--- src/rtl/hazard_scoreboard_pkg.sv ---
// Shared hazard-scoreboard constants: register index width, FSM encodings
// and default producer latencies, also used by the forwarding unit.
package hazard_scoreboard_pkg;

    localparam int REG_FILE_DEPTH   = 5;
    localparam int WB_DIST_DEF      = 2;
    localparam int LOAD_USE_LAT_DEF = 1;

    typedef enum logic {
        HZ_RUN   = 1'b0,
        HZ_DRAIN = 1'b1
    } hz_state_e;

    function automatic int max_int(input int a, input int b);
        return (a > b) ? a : b;
    endfunction

endpackage

--- src/rtl/hazard_scoreboard_sb_counter.sv ---
// One scoreboard cell: a countdown that reloads with the larger of its
// decremented value and a new producer latency.
module sb_counter #(
    parameter int CNT_W = 2
) (
    input  logic             clk,
    input  logic             rst_n,
    input  logic             ld,
    input  logic [CNT_W-1:0] ld_val,
    output logic             busy
);

    logic [CNT_W-1:0] cnt_q;
    logic [CNT_W-1:0] cnt_d;
    logic [CNT_W-1:0] dec;

    always_comb begin
        dec   = (cnt_q != '0) ? cnt_q - CNT_W'(1) : '0;
        cnt_d = dec;
        // WAW: a second producer never shortens an older one's window
        if (ld && (ld_val > dec)) begin
            cnt_d = ld_val;
        end
    end

    always_ff @(posedge clk or negedge rst_n) begin
        if (!rst_n) begin
            cnt_q <= '0;
        end else begin
            cnt_q <= cnt_d;
        end
    end

    assign busy = (cnt_q != '0);

endmodule

--- src/rtl/hazard_scoreboard.sv ---
// Per-register countdown hazard scoreboard with forwarding-mode drain FSM.
// Define HAZARD_SCOREBOARD_STATS_EN to add stall_cycles/hazard_events.
module hazard_scoreboard
    import hazard_scoreboard_pkg::*;
#(
    parameter int REG_ADDR_W   = REG_FILE_DEPTH,
    parameter int NUM_REGS     = 16,
    parameter int NUM_SRC      = 3,
    parameter int WB_DIST      = WB_DIST_DEF,
    parameter int LOAD_USE_LAT = LOAD_USE_LAT_DEF,
    parameter int CNT_W        = 2
) (
    input  logic                          clk,
    input  logic                          rst_n,
    input  logic                          fwd_en,
    input  logic                          id_valid,
    input  logic [NUM_SRC*REG_ADDR_W-1:0] id_src,
    input  logic [NUM_SRC-1:0]            id_has_src,
    input  logic [REG_ADDR_W-1:0]         id_dest,
    input  logic                          id_wb_en,
    input  logic                          id_memread,
    input  logic                          flush,
    output logic                          hazard_detected,
    output logic                          issue,
    output logic [NUM_REGS-1:0]           sb_busy,
    output logic                          drain_active
`ifdef HAZARD_SCOREBOARD_STATS_EN
    ,
    output logic [31:0]                   stall_cycles,
    output logic [31:0]                   hazard_events
`endif
);

    hz_state_e        state_q;
    hz_state_e        state_d;
    logic             fwd_q;
    logic             fwd_d;
    logic             data_haz;
    logic [CNT_W-1:0] ld_val;
    logic [NUM_REGS-1:0] busy;
    logic [NUM_REGS-1:0] ld;

    // Out-of-range source indices match no register and so never hazard
    always_comb begin
        data_haz = 1'b0;
        for (int k = 0; k < NUM_SRC; k++) begin
            for (int r = 0; r < NUM_REGS; r++) begin
                if (id_has_src[k] &&
                    (id_src[k*REG_ADDR_W +: REG_ADDR_W] == REG_ADDR_W'(r)) &&
                    busy[r]) begin
                    data_haz = 1'b1;
                end
            end
        end
        data_haz = data_haz & id_valid;
    end

    always_comb begin
        if (!fwd_q) begin
            ld_val = CNT_W'(WB_DIST);
        end else if (id_memread) begin
            ld_val = CNT_W'(LOAD_USE_LAT);
        end else begin
            ld_val = '0;
        end
    end

    assign hazard_detected = data_haz | drain_active;
    assign issue           = id_valid & ~hazard_detected & ~flush;
    assign sb_busy         = busy;

    for (genvar r = 0; r < NUM_REGS; r++) begin : g_cell
        assign ld[r] = issue & id_wb_en & (id_dest == REG_ADDR_W'(r));

        sb_counter #(
            .CNT_W (CNT_W)
        ) u_cnt (
            .clk    (clk),
            .rst_n  (rst_n),
            .ld     (ld[r]),
            .ld_val (ld_val),
            .busy   (busy[r])
        );
    end

    always_ff @(posedge clk or negedge rst_n) begin
        if (!rst_n) begin
            state_q <= HZ_RUN;
            fwd_q   <= 1'b0;
        end else begin
            state_q <= state_d;
            fwd_q   <= fwd_d;
        end
    end

    // Mode only switches once every in-flight producer has retired
    always_comb begin
        state_d = state_q;
        fwd_d   = fwd_q;
        unique case (state_q)
            HZ_RUN: begin
                if (fwd_en != fwd_q) begin
                    state_d = HZ_DRAIN;
                end
            end
            HZ_DRAIN: begin
                if (busy == '0) begin
                    state_d = HZ_RUN;
                    fwd_d   = fwd_en;
                end
            end
            default: state_d = HZ_RUN;
        endcase
    end

    always_comb begin
        drain_active = (state_q == HZ_DRAIN);
    end

`ifdef HAZARD_SCOREBOARD_STATS_EN
    logic        stall;
    logic        stall_q;
    logic [31:0] stall_cycles_q;
    logic [31:0] hazard_events_q;

    assign stall = id_valid & hazard_detected;

    always_ff @(posedge clk or negedge rst_n) begin
        if (!rst_n) begin
            stall_q         <= 1'b0;
            stall_cycles_q  <= '0;
            hazard_events_q <= '0;
        end else begin
            stall_q <= stall;
            if (stall && (stall_cycles_q != 32'hFFFF_FFFF)) begin
                stall_cycles_q <= stall_cycles_q + 32'd1;
            end
            if (stall && !stall_q && (hazard_events_q != 32'hFFFF_FFFF)) begin
                hazard_events_q <= hazard_events_q + 32'd1;
            end
        end
    end

    assign stall_cycles  = stall_cycles_q;
    assign hazard_events = hazard_events_q;
`endif

endmodule
--- config.mk ---
export PLATFORM = sky130hd
export DESIGN_NAME = hazard_scoreboard
export DESIGN_NICKNAME = d
export VERILOG_FILES = /design/src/rtl/hazard_scoreboard_pkg.sv /design/src/rtl/hazard_scoreboard_sb_counter.sv /design/src/rtl/hazard_scoreboard.sv
export SDC_FILE = /design/constraint.sdc
export NUM_CORES = 1
export LEC_CHECK = 0
export BUFFER_PORTS_ARGS = -buffer_cell sky130_fd_sc_hd__buf_2
export CAP_MARGIN = 20
export CORE_ASPECT_RATIO = 1.2
export CORE_UTILIZATION = 35
export DETAILED_ROUTE_END_ITERATION = 10
export PLACE_DENSITY = 0.62
export SYNTH_ARGS = -nofsm -noshare
export SYNTH_HDL_FRONTEND = slang
export SYNTH_SLANG_ARGS = --single-unit
--- constraint.sdc ---
create_clock -name clk -period 2.6 [get_ports clk]
set_clock_uncertainty 0.15 [all_clocks]
set_input_delay 0.52 -clock clk [delete_from_list [all_inputs] [get_ports clk]]
set_output_delay 0.52 -clock clk [all_outputs]
set_load 0.01 [all_outputs]
---- Word level (Yosys, flattened, before mapping) ----
Cells that the tools add are included.
W data, S select, Z words.
operators by class
  $lt $le $gt $ge ......................... 16
  bitwise operators ....................... 24
  equality and inequality tests ........... 61
  $add $sub $neg .......................... 16
  muxes and demuxes ....................... 85
  reduce and logical (&&, ||, !) cells .... 134
operators with widths
  operator               count
  $eq A5 B4 Y1 const B   32
  $logic_and A1 B1 Y1    112
  $eq A5 B3 Y1 const B   16
  $mux W2                33
  $mux W1                51
  $eq A5 B2 Y1 const B   8
  $gt A2 B2 Y1           16
  $reduce_bool A2 Y1     16
  $sub A2 B1 Y2 const B  16
  $and A1 B1 Y1          20
  $eq A5 B1 Y1 const B   4
  $logic_not A5 Y1       4
  $logic_not A16 Y1      1
  $not A1 Y1             3
  $pmux W1 S2            1
  $reduce_and A2 Y1      1
  $ne A1 B1 Y1           1
  $or A1 B1 Y1           1
storage, ports and cells
  logic and storage cells ................. 354
  bits of input ports ..................... 30
  flip-flop bits (word level) ............. 34
  output and inout bits ................... 19

---- Depth between registers and ports, before layout ----
  depth in word-level cells ............... 60
  depth in mapped cells ................... 10
  depth with buffers taken out ............ 9

---- Hierarchy ----
A second synthesis with hierarchy kept.
second synthesis, totals
  cells, all modules ...................... 363
  area total of the unflattened synthesis .. 3661.0 um2
modules (own cells, without submodules)
  module             sequential area each (um2)  cells an instance  area an instance (um2)  instances
  sb_counter         50.0                        14                 162.7                   16
  hazard_scoreboard  50.0                        139                1058.5                  1

---- Worst setup path after synthesis ----
Ideal clock, no wire load.
  kind .................................... register to register
  start point ............................. register fwd_q
  end point ............................... register g_cell[4].u_cnt.cnt_q[0]
  stages on the path, launching flop included .. 9
  data required time ...................... 2.361 ns
  slack ................................... -0.151 ns
  path buffers ............................ 2
  arrival ................................. 2.513 ns
  clock period less this slack ............ 2.751 ns
  library setup time ...................... 0.089 ns
  cell sequence ........................... dfrtp_1 clkbuf_1 nand2_1 clkbuf_1 ha_1 a211oi_1 o21ai_0 nor3_1 mux2i_1
on the way
  longest elaborated chain between the ends .. 4
ends and longest elaborated chain
  what                          RTL line                            RTL
  from (decl)                   hazard_scoreboard.sv:36             logic fwd_q;
  from (signal assigned)        hazard_scoreboard.sv:92             fwd_q <= fwd_d;
  $mux W2 (*)                   hazard_scoreboard.sv:59             if (!fwd_q) begin
  $gt A2 B2 Y1                  hazard_scoreboard_sb_counter.sv:21  if (ld && (ld_val > dec)) begin
  $logic_and A1 B1 Y1           hazard_scoreboard_sb_counter.sv:21
  $mux W2 (*)                   hazard_scoreboard_sb_counter.sv:21
  via g_cell[4].u_cnt.cnt_d[0]  hazard_scoreboard_sb_counter.sv:14  logic [CNT_W-1:0] cnt_d;
  to (signal assigned)          hazard_scoreboard_sb_counter.sv:30  cnt_q <= cnt_d;
  to (decl)                     hazard_scoreboard_sb_counter.sv:13  logic [CNT_W-1:0] cnt_q;
The timed path passes the listed nets; every way through them passes the cells marked *.
A chain may end at the register's enable or synchronous reset.

---- Worst setup path in the final report ----
  start point ............................. register g_cell[10].u_cnt.cnt_q[0]
  end point ............................... output hazard_detected
on the way
  longest elaborated chain between the ends .. 42
  elaborated cells between the ends (all ways) .. 44
  classes of those cells .................. 38 x mux; 2 x bitwise; 4 x reduce/logical
ends and longest elaborated chain
  what                       RTL line                            RTL
  from (decl)                hazard_scoreboard_sb_counter.sv:13
  from (signal assigned)     hazard_scoreboard_sb_counter.sv:30
  $reduce_bool A2 Y1 (*)     hazard_scoreboard_sb_counter.sv:34  assign busy = (cnt_q != '0);
  $logic_and A1 B1 Y1        hazard_scoreboard.sv:49             (id_src[k*REG_ADDR_W +: REG_ADDR_W] == REG_ADDR_W'(r)) &&
  $mux W1 (32 in series)     hazard_scoreboard.sv:48             if (id_has_src[k] &&
  $mux W1 (*) (6 in series)  hazard_scoreboard.sv:48
  $and A1 B1 Y1 (*)          hazard_scoreboard.sv:55             data_haz = data_haz & id_valid;
  $or A1 B1 Y1 (*)           hazard_scoreboard.sv:68             assign hazard_detected = data_haz | drain_active;
  to (decl)                  hazard_scoreboard.sv:23             output logic hazard_detected,
Mark *: on every way between the ends. The rest lies on a longest branch, timed or not.

==> impl_results.md <==
- RSZ-0062 raised after global routing: true
- Tmin final: 2.769 ns
- Top FF cell, synth: dfrtp_1
- Port bufs: 48
- Clock Tree Root: clkbuf_8
- Critical path endpoint category: output port
- First-pass GRT wire length: around 15000 um
- WP data required: 1.93 ns
- Yosys cell types: 48
- P_leak: 2.313 nW
- Tcrit/Tclk final: 106.5%
- Inserted Diodes: 0
- Top-count cell post-synth: inv_1
- CP Launch Point: g_cell[10].u_cnt.cnt_q[0]$_DFF_PN0_
- Crit path DAT: 2.10 ns
- DRC violations left: 0
- Synth top area share: a little over a quarter
- Avg Cell Area, Syn: 8.570 sq um
- EDFF count, synth: 0
- Vias/cell: 5.193
- Initial antenna violation count: 0
- Sequential cell area fraction in the yosys report: 26.76%
- Pwr/cell area: 435.1 mW/mm^2
- DRT Wirelength: 9873 um
- MaxCap Viol Count: 0
- H-tree Lvls: 2
- Die H: 106.4 um
- Core Area: 0.008703 sq mm
- Post-Syn Area: about 0.0032 sq mm
- Clock power share: 25.7%
- FP Rows: 37
- Actual slew at the worst max-slew pin: 0.8111 ns
- Placed cell area: 0.004008 sq mm
- Overall routing resource usage: 20.90%
- Cell taking the most area after synthesis: dfrtp_1
- CTS tree: yes
- Synth warn: 0
- Critical Path Start Type: flip-flop
- Async set or reset register ratio after synthesis: 100.0%
- Internal power: 1.225 mW
- CTS Sinks: 34
- Setup TNS: -1.268 ns
- Post-Syn Nets: approximately 430
- Cells after Synth: 371
- Wirelength per Cell: about 16 um
- Initial drt markers: 147
- Max Buffers Root-to-Sink: 2
- Area of the multi-input gates: 0.002287 sq mm
- Layout cells sized above 1: 38.46%
- Crit Reg-Reg Startpoint: g_cell[14].u_cnt.cnt_q[1]$_DFF_PN0_
- Flip-flop and latch area: 850.8 sq um
- Post-DP HPWL: just over 7000 um
- Combinational power share: 45.9%
- Total CTS buffers: 5
- Switching pwr: 0.7623 mW
- F_max: 0.3611 GHz
- Cell area after layout: 0.004568 sq mm
- Failing checks: setup timing
- Sw Ratio: 38.35%
- Number of iterations in the first detailed-routing pass: 5
- Most common library cells after synthesis: 38 x inv_1, 34 x dfrtp_1, 32 x ha_1, 32 x mux2i_1
- Area grow syn2layout: 43.68%
- Die area: 0.009471 sq mm
- ANT nets after route: 0
- Die Wd: 89.01 um
- RD Place Congestion: 0.9144
- #FFs+latches synth: 34
- Worst-Skew Late Latency: 0.29 ns
- DR vias: 3173
- Relative slew slack: 45.93%
- Clk slew on worst S/H paths: 0.07 ns
- Worst VDD drop: 0.3317 mV
- Slew Viols, Final: 0
- Initial Util: 36.53%
- Status: complete, but fails checks
- Final setup viols: 19
- Largest net degree at the start of global routing: 35
- Total congestion overflow: 0
- Sequential power share: 28.4%
- CP max FO: 3
- NumNets Final: 556
- Fill count: 814
- Worst hold path type: in -> async
- Min setup slack post-route: -0.1692 ns
- CTS hold repair buffers: 0
- WS Path Type: reg -> out
- Final hold vios: 0
- Top cells by area, synth: dfrtp_1 27%, ha_1 13%, mux2i_1 10%
- I/O Pins: 49
- Vias in the first global route: roughly 3100
[cells in the final DEF, fill, tap and decap left out, types with 4 or more instances in the layout]
master	netlist	final
or2_2	4	4
nor2b_1	14	14
buf_6	2	12
ha_1	32	32
a211oi_1	7	7
nor3b_1	5	5
nor3_4	0	6
a21oi_1	19	17
nor4_4	1	8
buf_4	16	79
dfrtp_1	34	34
nand2_1	25	25
inv_1	38	38
o22ai_1	5	4
nand2b_1	24	24
buf_2	5	48
clkbuf_8	0	6
mux2i_1	32	32
nor3_1	25	17
nor2_1	22	19
o21ai_0	13	12
[through the flow]
| stage | hold slack (ns) | cells | power (mW) | utilization (%) | setup slack [ns] |
|---|---|---|---|---|---|
| floorplan | 0.07441 | 371 | 1.069 | - | 0.01656 |
| detailed placement | 0.4294 | 589 | 1.356 | 46.05 | -0.4013 |
| global route | 0.2235 | 611 | 2.134 | 52.49 | -0.2773 |
| CTS | 0.1908 | 603 | 1.932 | 50.03 | -0.2154 |
| global placement | 0.4137 | 589 | 1.326 | 46.05 | -0.3303 |
| finish | 0.1649 | 611 | 1.988 | 52.49 | -0.1692 |
[per-layer routing]
layer	share of wire (%)	track usage, %	wire length (um)
met4	3.0	8.277	301
met3	4.4	2.562	430
met5	0	0	0
met1	43	26.15	4227
met2	50	35.93	4913
[power groups by stage]
| stage | Clock [mW] | Sequential [mW] | Combinational, mW |
|---|---|---|---|
| 3_5_place_dp | 0 | 0.575 | 0.781 |
| 4_1_cts | 0.521 | 0.565 | 0.846 |
| 6_report | 0.511 | 0.564 | 0.912 |
| 5_1_grt | 0.544 | 0.566 | 1.02 |
| 2_1_floorplan | 0 | 0.570 | 0.499 |
| 3_3_place_gp | 0 | 0.573 | 0.753 |
[logic make-up after synthesis]
| logic type | share of synthesized area [%] |
|---|---|
| compound gates | 12.95 |
| xor+xnor | 0.2755 |
| fa+ha+maj | 12.59 |
| buf+inv | 10.27 |
| flops | 26.76 |
| mux | 11.49 |
| simple gates | 25.66 |
[worst max-delay path: stages (launching register included)]
cell and delay [ns]:
dfrtp_1 0.38, nor2_2 0.05, buf_6 0.12, buf_4 0.14
mux4_2 0.48, a21oi_4 0.18, a21oi_4 0.08, nand3b_1 0.13
a21o_1 0.13, buf_2 0.12
[layout make-up]
class,count,area share [%]
inverters,38,3.122
multi-input cells,273,50.07
well taps,117,3.205
clock inverters,1,0.6574
clock buffers,6,1.808
flip-flops and latches,34,18.63
repair buffers,142,22.51
[registers in the layout (all words and copies together) (netlist names)]
register,flops
drain_active,1
fwd_q,1
g_cell.u_cnt.cnt_q,32
[what timing repair did]
action,4_1_cts,5_1_grt
pin swaps,16,23
buffers inserted,7,15
endpoints found under the setup margin,35,35
resized for setup,34,30
cloned,1,0
[path summary, 6_finish.rpt]
check / to / slack (ns) / cells past startpoint
max reg2reg: g_cell[7].u_cnt.cnt_q[1]$_DFF_PN0_ / -0.12 / 13
min: g_cell[6].u_cnt.cnt_q[0]$_DFF_PN0_ / 0.16 / 1
max in group asynchronous: g_cell[13].u_cnt.cnt_q[0]$_DFF_PN0_ / 1.61 / 1
min in group clk: fwd_q$_DFFE_PN0P_ / 0.36 / 3
max: hazard_detected / -0.17 / 9
min reg2reg: g_cell[3].u_cnt.cnt_q[1]$_DFF_PN0_ / 0.44 / 2
(Power assumes the default switching activity.)
